**src/rtl/axi_lite_master.sv**
```systemverilog
// AXI4-Lite initiator: turns one local command at a time into an AW/W/B or AR/R
// transaction and returns completion status and read data on the response port.
module axi_lite_master #(
  parameter int ADDR_W = 32,
  parameter int DATA_W = 32
) (
  input  logic                ACLK,
  input  logic                ARESETN,
  input  logic                cmd_valid,
  output logic                cmd_ready,
  input  logic                cmd_write,
  input  logic [ADDR_W-1:0]   cmd_addr,
  input  logic [DATA_W-1:0]   cmd_wdata,
  input  logic [DATA_W/8-1:0] cmd_wstrb,
  output logic                rsp_valid,
  input  logic                rsp_ready,
  output logic                rsp_write,
  output logic [DATA_W-1:0]   rsp_rdata,
  output logic [1:0]          rsp_resp,
  output logic                AWVALID,
  input  logic                AWREADY,
  output logic [ADDR_W-1:0]   AWADDR,
  output logic [2:0]          AWPROT,
  output logic                WVALID,
  input  logic                WREADY,
  output logic [DATA_W-1:0]   WDATA,
  output logic [DATA_W/8-1:0] WSTRB,
  input  logic                BVALID,
  output logic                BREADY,
  input  logic [1:0]          BRESP,
  output logic                ARVALID,
  input  logic                ARREADY,
  output logic [ADDR_W-1:0]   ARADDR,
  output logic [2:0]          ARPROT,
  input  logic                RVALID,
  output logic                RREADY,
  input  logic [DATA_W-1:0]   RDATA,
  input  logic [1:0]          RRESP
);

  // state     | meaning
  // S_IDLE    | waiting for a command, cmd_ready high
  // S_WR_REQ  | AW and W offered independently until both handshake
  // S_WR_RESP | BREADY high, waiting for the write response
  // S_RD_REQ  | ARVALID high until the address handshake
  // S_RD_RESP | RREADY high, waiting for read data
  // S_RSP     | completion presented on rsp_*, held until rsp_ready
  typedef enum logic [2:0] {
    S_IDLE, S_WR_REQ, S_WR_RESP, S_RD_REQ, S_RD_RESP, S_RSP
  } state_t;

  state_t              r_state;
  logic                r_awvalid, r_wvalid, r_bready, r_arvalid, r_rready, r_rsp_valid;
  logic                r_aw_done, r_w_done;
  logic [ADDR_W-1:0]   r_awaddr, r_araddr;
  logic [DATA_W-1:0]   r_wdata, r_rsp_rdata;
  logic [DATA_W/8-1:0] r_wstrb;
  logic [1:0]          r_rsp_resp;
  logic                r_rsp_write;

  logic w_aw_hs, w_w_hs, w_aw_fin, w_w_fin;

  assign w_aw_hs  = r_awvalid & AWREADY;
  assign w_w_hs   = r_wvalid & WREADY;
  assign w_aw_fin = r_aw_done | w_aw_hs;
  assign w_w_fin  = r_w_done | w_w_hs;

  always_ff @(posedge ACLK or negedge ARESETN) begin
    if (!ARESETN) begin
      r_state     <= S_IDLE;
      r_awvalid   <= 1'b0;
      r_wvalid    <= 1'b0;
      r_bready    <= 1'b0;
      r_arvalid   <= 1'b0;
      r_rready    <= 1'b0;
      r_rsp_valid <= 1'b0;
      r_aw_done   <= 1'b0;
      r_w_done    <= 1'b0;
      r_awaddr    <= '0;
      r_araddr    <= '0;
      r_wdata     <= '0;
      r_wstrb     <= '0;
      r_rsp_rdata <= '0;
      r_rsp_resp  <= 2'b00;
      r_rsp_write <= 1'b0;
    end else begin
      case (r_state)
        S_IDLE: begin
          if (cmd_valid) begin
            if (cmd_write) begin
              r_awaddr  <= cmd_addr;
              r_wdata   <= cmd_wdata;
              r_wstrb   <= cmd_wstrb;
              r_awvalid <= 1'b1;
              r_wvalid  <= 1'b1;
              r_state   <= S_WR_REQ;
            end else begin
              r_araddr  <= cmd_addr;
              r_arvalid <= 1'b1;
              r_state   <= S_RD_REQ;
            end
          end
        end
        S_WR_REQ: begin
          if (w_aw_hs) r_awvalid <= 1'b0;
          if (w_w_hs)  r_wvalid  <= 1'b0;
          // Done flags remember which channel already finished when they complete apart.
          if (w_aw_fin && w_w_fin) begin
            r_aw_done <= 1'b0;
            r_w_done  <= 1'b0;
            r_bready  <= 1'b1;
            r_state   <= S_WR_RESP;
          end else begin
            r_aw_done <= w_aw_fin;
            r_w_done  <= w_w_fin;
          end
        end
        S_WR_RESP: begin
          if (BVALID) begin
            r_bready    <= 1'b0;
            r_rsp_resp  <= BRESP;
            r_rsp_write <= 1'b1;
            r_rsp_rdata <= '0;
            r_rsp_valid <= 1'b1;
            r_state     <= S_RSP;
          end
        end
        S_RD_REQ: begin
          if (ARREADY) begin
            r_arvalid <= 1'b0;
            r_rready  <= 1'b1;
            r_state   <= S_RD_RESP;
          end
        end
        S_RD_RESP: begin
          if (RVALID) begin
            r_rready    <= 1'b0;
            r_rsp_rdata <= RDATA;
            r_rsp_resp  <= RRESP;
            r_rsp_write <= 1'b0;
            r_rsp_valid <= 1'b1;
            r_state     <= S_RSP;
          end
        end
        S_RSP: begin
          if (rsp_ready) begin
            r_rsp_valid <= 1'b0;
            r_state     <= S_IDLE;
          end
        end
        default: r_state <= S_IDLE;
      endcase
    end
  end

  assign cmd_ready = (r_state == S_IDLE);
  assign rsp_valid = r_rsp_valid;
  assign rsp_write = r_rsp_write;
  assign rsp_rdata = r_rsp_rdata;
  assign rsp_resp  = r_rsp_resp;
  assign AWVALID   = r_awvalid;
  assign AWADDR    = r_awaddr;
  assign AWPROT    = 3'b000;
  assign WVALID    = r_wvalid;
  assign WDATA     = r_wdata;
  assign WSTRB     = r_wstrb;
  assign BREADY    = r_bready;
  assign ARVALID   = r_arvalid;
  assign ARADDR    = r_araddr;
  assign ARPROT    = 3'b000;
  assign RREADY    = r_rready;

endmodule

```
**config.mk**
```make
export PLATFORM = sky130hd
export DESIGN_NAME = axi_lite_master
export DESIGN_NICKNAME = d
export VERILOG_FILES = /design/src/rtl/axi_lite_master.sv
export SDC_FILE = /design/constraint.sdc
export NUM_CORES = 1
export LEC_CHECK = 0
export BUFFER_PORTS_ARGS = -buffer_cell sky130_fd_sc_hd__buf_4
export CAP_MARGIN = 20
export CORE_ASPECT_RATIO = 1.75
export CORE_MARGIN = 2
export CORE_UTILIZATION = 47
export DETAILED_ROUTE_END_ITERATION = 10
export GPL_ROUTABILITY_DRIVEN = 0
export GPL_TIMING_DRIVEN = 0
export PLACE_DENSITY = 0.86
export SETUP_SLACK_MARGIN = 0.2
export SYNTH_ARGS = -nofsm -noshare
export SYNTH_HDL_FRONTEND = slang
export SYNTH_SLANG_ARGS = --single-unit
```
**constraint.sdc**
```tcl
create_clock -name ACLK -period 1.9 [get_ports ACLK]
set_input_delay 0.38 -clock ACLK [delete_from_list [all_inputs] [get_ports ACLK]]
set_output_delay 0.38 -clock ACLK [all_outputs]
set_load 0.05 [all_outputs]
```
After elaboration in Yosys (flattened, before gate mapping)
Index checks and enable logic that the tools add are counted.
{ "totals": {"in_bits": 114, "ff_bits": 146} }
{ "classes": {"bitwise_logic": 5, "eq_ne": 15, "n_reduce_logical": 18, "n_mux": 37} }
{ "op_table": {"columns": ["op", "count"], "rows": [
  ["$mux 32", 2],
  ["$pmux 32 s2", 1],
  ["$mux 3", 6],
  ["$ne 2x2->1 const B", 9],
  ["$pmux 3 s6", 1],
  ["$mux 1", 16],
  ["$reduce_and 4->1", 4],
  ["$reduce_and 3->1", 5],
  ["$pmux 1 s2", 6],
  ["$reduce_bool 2->1", 5],
  ["$eq 3x2->1 const B", 2],
  ["$eq 3x3->1 const B", 2],
  ["$mux 2", 3],
  ["$reduce_and 6->1", 1],
  ["$pmux 2 s2", 1],
  ["$eq 3x1->1 const B", 1],
  ["$logic_not 3->1", 1],
  ["$pmux 1 s3", 1],
  ["$reduce_bool 3->1", 1],
  ["$and 1x1->1", 2],
  ["$ne 2x1->1 const B", 1],
  ["$or 1x1->1", 2],
  ["$logic_and 1x1->1", 1],
  ["$not 1->1", 1]
]} }

Depth between registers and ports, before layout
{ "logic_depth": {"word_depth": 5, "mapped_depth": 7} }

Worst setup path after synthesis
Ideal clock, no wire load.
{ "synth_path": {"path_type": "register to register", "from": "register r_state[1]", "to": "register r_awaddr[0] (netlist: AWADDR[0])", "setup_slack_ps": -99, "stages_incl_launch_ff": 7, "synth_period_minus_slack_ps": 1999, "t_arrival_ps": 1874, "setup_ps": 125, "t_required_ps": 1775, "cell_sequence": "dfrtp_1 > buf_4 > nor3_4 > and3_1 > buf_4 > buf_6 > mux2_2"} }
{ "synth_between": {"elab_chain_cells": 2} }
{ "synth_lines": {"columns": ["item", "line", "rtl"], "rows": [
  ["from (decl)", "52", "state_t r_state;"],
  ["from (signal assigned)", "70", "r_state <= S_IDLE;"],
  ["from (signal assigned)", "96", "r_state <= S_WR_REQ;"],
  ["from (signal assigned)", "100", "r_state <= S_RD_REQ;"],
  ["$logic_not 3->1", null, null],
  ["net cmd_ready", "10", "output logic cmd_ready,"],
  ["$reduce_and 3->1 (no source line)", null, null],
  ["to (signal assigned)", "91", "r_awaddr <= cmd_addr;"],
  ["to (decl)", "55", "logic [ADDR_W-1:0] r_awaddr, r_araddr;"]
]} }
The timed path passes the listed nets, and every way through them passes these cells.
A chain may end at the register's enable or synchronous reset.

Final worst setup path
{ "layout_path": {"from": "register r_state[1]", "to": "register r_awaddr[29] (netlist: AWADDR[29])"} }
{ "layout_between": {"elab_chain_cells": 2} }
{ "layout_lines": {"columns": ["item", "line", "rtl"], "rows": [
  ["$logic_not 3->1", "87", "case (r_state)"],
  ["$reduce_and 3->1 (no source line)", null, null]
]} }
No other way between the ends.

==> run metrics <==
status=finished, final reports clean; chip height=151 um; fill cell count=811; worst skew pair latency=0.40 ns; first-pass GRT wire length=24.1 mm; number of flops mapped to enable cells by yosys=0; Starting Density=48.2%; Max Fclk=0.563 GHz; Post-Place Worst Slack=0.109 ns; CTS Buf Count=17; Synth Area in XOR/XNOR=0%; # rows=53; post-route cell area=8770 um2; P&R area growth vs syn=50.8%; beginning of the critical path=r_state[1]; Simple-Gate Fraction of Synth Area=6.95%; share of cells above drive strength 1=56.6%; CTS Sinks=146; post-route total power=19300 uW; vias in the first global route=4996; setup slack after layout=0.125 ns; setup violators final=0; setup slack, reg-to-reg=0.12 ns; WL/cell=17.6 um; Final Max Tran Viols=0; die area=13300 um2; Final Hold Fails=0; post-layout util=72.7%; Worst-Margin Slew=0.773 ns; most common cell in the netlist=dfrtp_1; fin crit share=93.4%; critical path fanouts, max=10; area occupied by registers=3650 um2; Clock Pin Slew Worst Setup and Hold Paths=0.07 ns; largest family of logic cells by synthesized area=multiplexers; r2r worst-path depth=6; PortBufs=255; pwr dens=2200 nW/um2; detailed-placement wirelength estimate=12.1 mm; area post-placement=7990 um2; initial antenna violation count=0; total global-route track usage=23.8%; hold buffer count at CTS=0; register area share after synthesis=62.8%; DIE WIDTH=88.1 um; Distinct cells, synth=32; Worst Skew=0.0123 ns; Min Hold Slack=0.0247 ns; met2 routed WL=8.78 mm; CTS tree=built; post-synthesis mux area share=20.1%; worst r2r dst=AWADDR[29]; H-tree depth=4; RSZ-0062 raised after global routing=yes; Antenna Cells=0; Worst EP required=2.18 ns; Synth top area share=62.8%; Worst Hold Class=input port to asynchronous set/reset pin; CP endpoint=AWADDR[29]; Synth Cell Area=5820 um2; CORE AREA=12100 um2; Most used DFF post-synth=dfrtp_1; synthesized area per cell=13.2 um2; Startpoint Class=flip-flop; FF-to-FF Start=r_state[1]; LEAKAGE=0.00424 uW; nets@finish=841; synth warn=0; VDD IR max=0.00106 V; metal3 WL=1.39 mm; Synth Area in Compound Gates=5.79%; Synth top cells by count=dfrtp_1, mux2_2, nand2_1; multi-input logic area=1940 um2; GRT overflow=0; DRC=0; DRT iter0 DRCs=154; clk root buf=clkbuf_16; asr flop ratio synth=100%; Adder-Cell Fraction of Synth Area=0%; synthesis-stage register bit count=146; DR vias=4556; kind of critical path=flip-flop to flip-flop; cells after synthesis=441; Final ANT Viol Nets=0; Max Used Layer=met4; fin crit period=1.78 ns; drt first pass iters=5; Yosys top cell by area=dfrtp_1; CP endpoint kind=flip-flop; Worst Path Arrival=2.06 ns; # IOs=262; largest net degree at the start of global routing=86; routed wire length=15.9 mm; Max Cap Viol=0; slew margin rel.=48.5%; synth top area cells=dfrtp_1, mux2_2, nand2_1; DRT met1 WL=5.14 mm; Via-to-Cell Ratio=5.05; Bufs on Longest Clock Path=2
## through the flow
stage | setup TNS (ns) | instances
after floorplan | -5.55 | 446
after global placement | -11.89 | 866
after detailed placement | 0 | 867
after CTS | 0 | 902
after global routing | 0 | 903
final | 0 | 903
## layout by cell type, fill, tap and decap left out, types with 5 or more instances in the layout
cell type / n
mux2_2: 95
bufinv_16: 5
dfrtp_1: 145
clkbuf_1: 6
buf_12: 6
mux2_1: 6
a21oi_1: 7
inv_1: 6
conb_1: 6
nand2_1: 75
buf_4: 270
buf_6: 5
clkbuf_16: 17
o21ai_0: 39
## report_power, final
part	switching, uW	total [uW]	leakage [uW]	internal, uW
clock network	1280	3650	0.000313	2360
logic	6910	10300	0.00212	3380
registers	822	5350	0.00180	4530
total	9020	19300	0.00424	10300
## sequential cells by signal, summed over array words and instances, names as in the netlist
register / count
ARVALID: 1
AWVALID: 1
rsp_write: 1
RREADY: 1
r_aw_done: 1
r_state: 3
rsp_rdata: 32
BREADY: 1
rsp_resp: 2
AWADDR: 32
WSTRB: 4
WVALID: 1
WDATA: 32
r_w_done: 1
rsp_valid: 1
ARADDR: 32
## worst min-delay path by stage
| stage | from | endpoint | slack, ns |
|---|---|---|---|
| floorplan | ARESETN | ARADDR[0] | 0.08 |
| global placement | rsp_rdata[6] | rsp_rdata[6] | 0.46 |
| detailed placement | rsp_rdata[17] | rsp_rdata[17] | 0.47 |
| CTS | ARESETN | rsp_rdata[12] | 0.05 |
| global route | ARESETN | rsp_rdata[12] | 0.08 |
| finish | ARESETN | rsp_rdata[12] | 0.02 |
## critical path, stage by stage (launching register included)
cell and delay (ns):
dfrtp_1 0.37, buf_6 0.13, nor3_4 0.27, and3_4 0.25, buf_12 0.15, buf_12 0.14, mux2_2 0.36
## cells by family after synthesis
family | after synthesis
compound gates | 61
buf+inv | 38
flops | 146
mux | 104
other cells | 1
simple gates | 91
## final cells by class
| type | count | share of cell area [%] |
|---|---|---|
| clock buffer | 18 | 5.01 |
| multi-input combinational | 262 | 22.1 |
| timing repair buffer | 262 | 22.7 |
| tap | 165 | 2.35 |
| sequential | 146 | 41.7 |
| buffer | 32 | 3.55 |
| clock inverter | 12 | 2.35 |
| inverter | 6 | 0.257 |
## what timing repair did
action                     4_1_cts  5_1_grt
buffers inserted                 5        1
setup endpoints to repair       88      127
gates resized for setup         20        4
pin swaps                        3        3
## metal layers
| layer | vias up | track usage (%) |
|---|---|---|
| met5 | - | 0 |
| met4 | 0 | 11.4 |
| met3 | 36 | 7.96 |
| met2 | 247 | 43.9 |
| met1 | 2204 | 23.3 |
| li1 | 2069 | - |
Note: power is estimated with default switching activity, not from simulation.
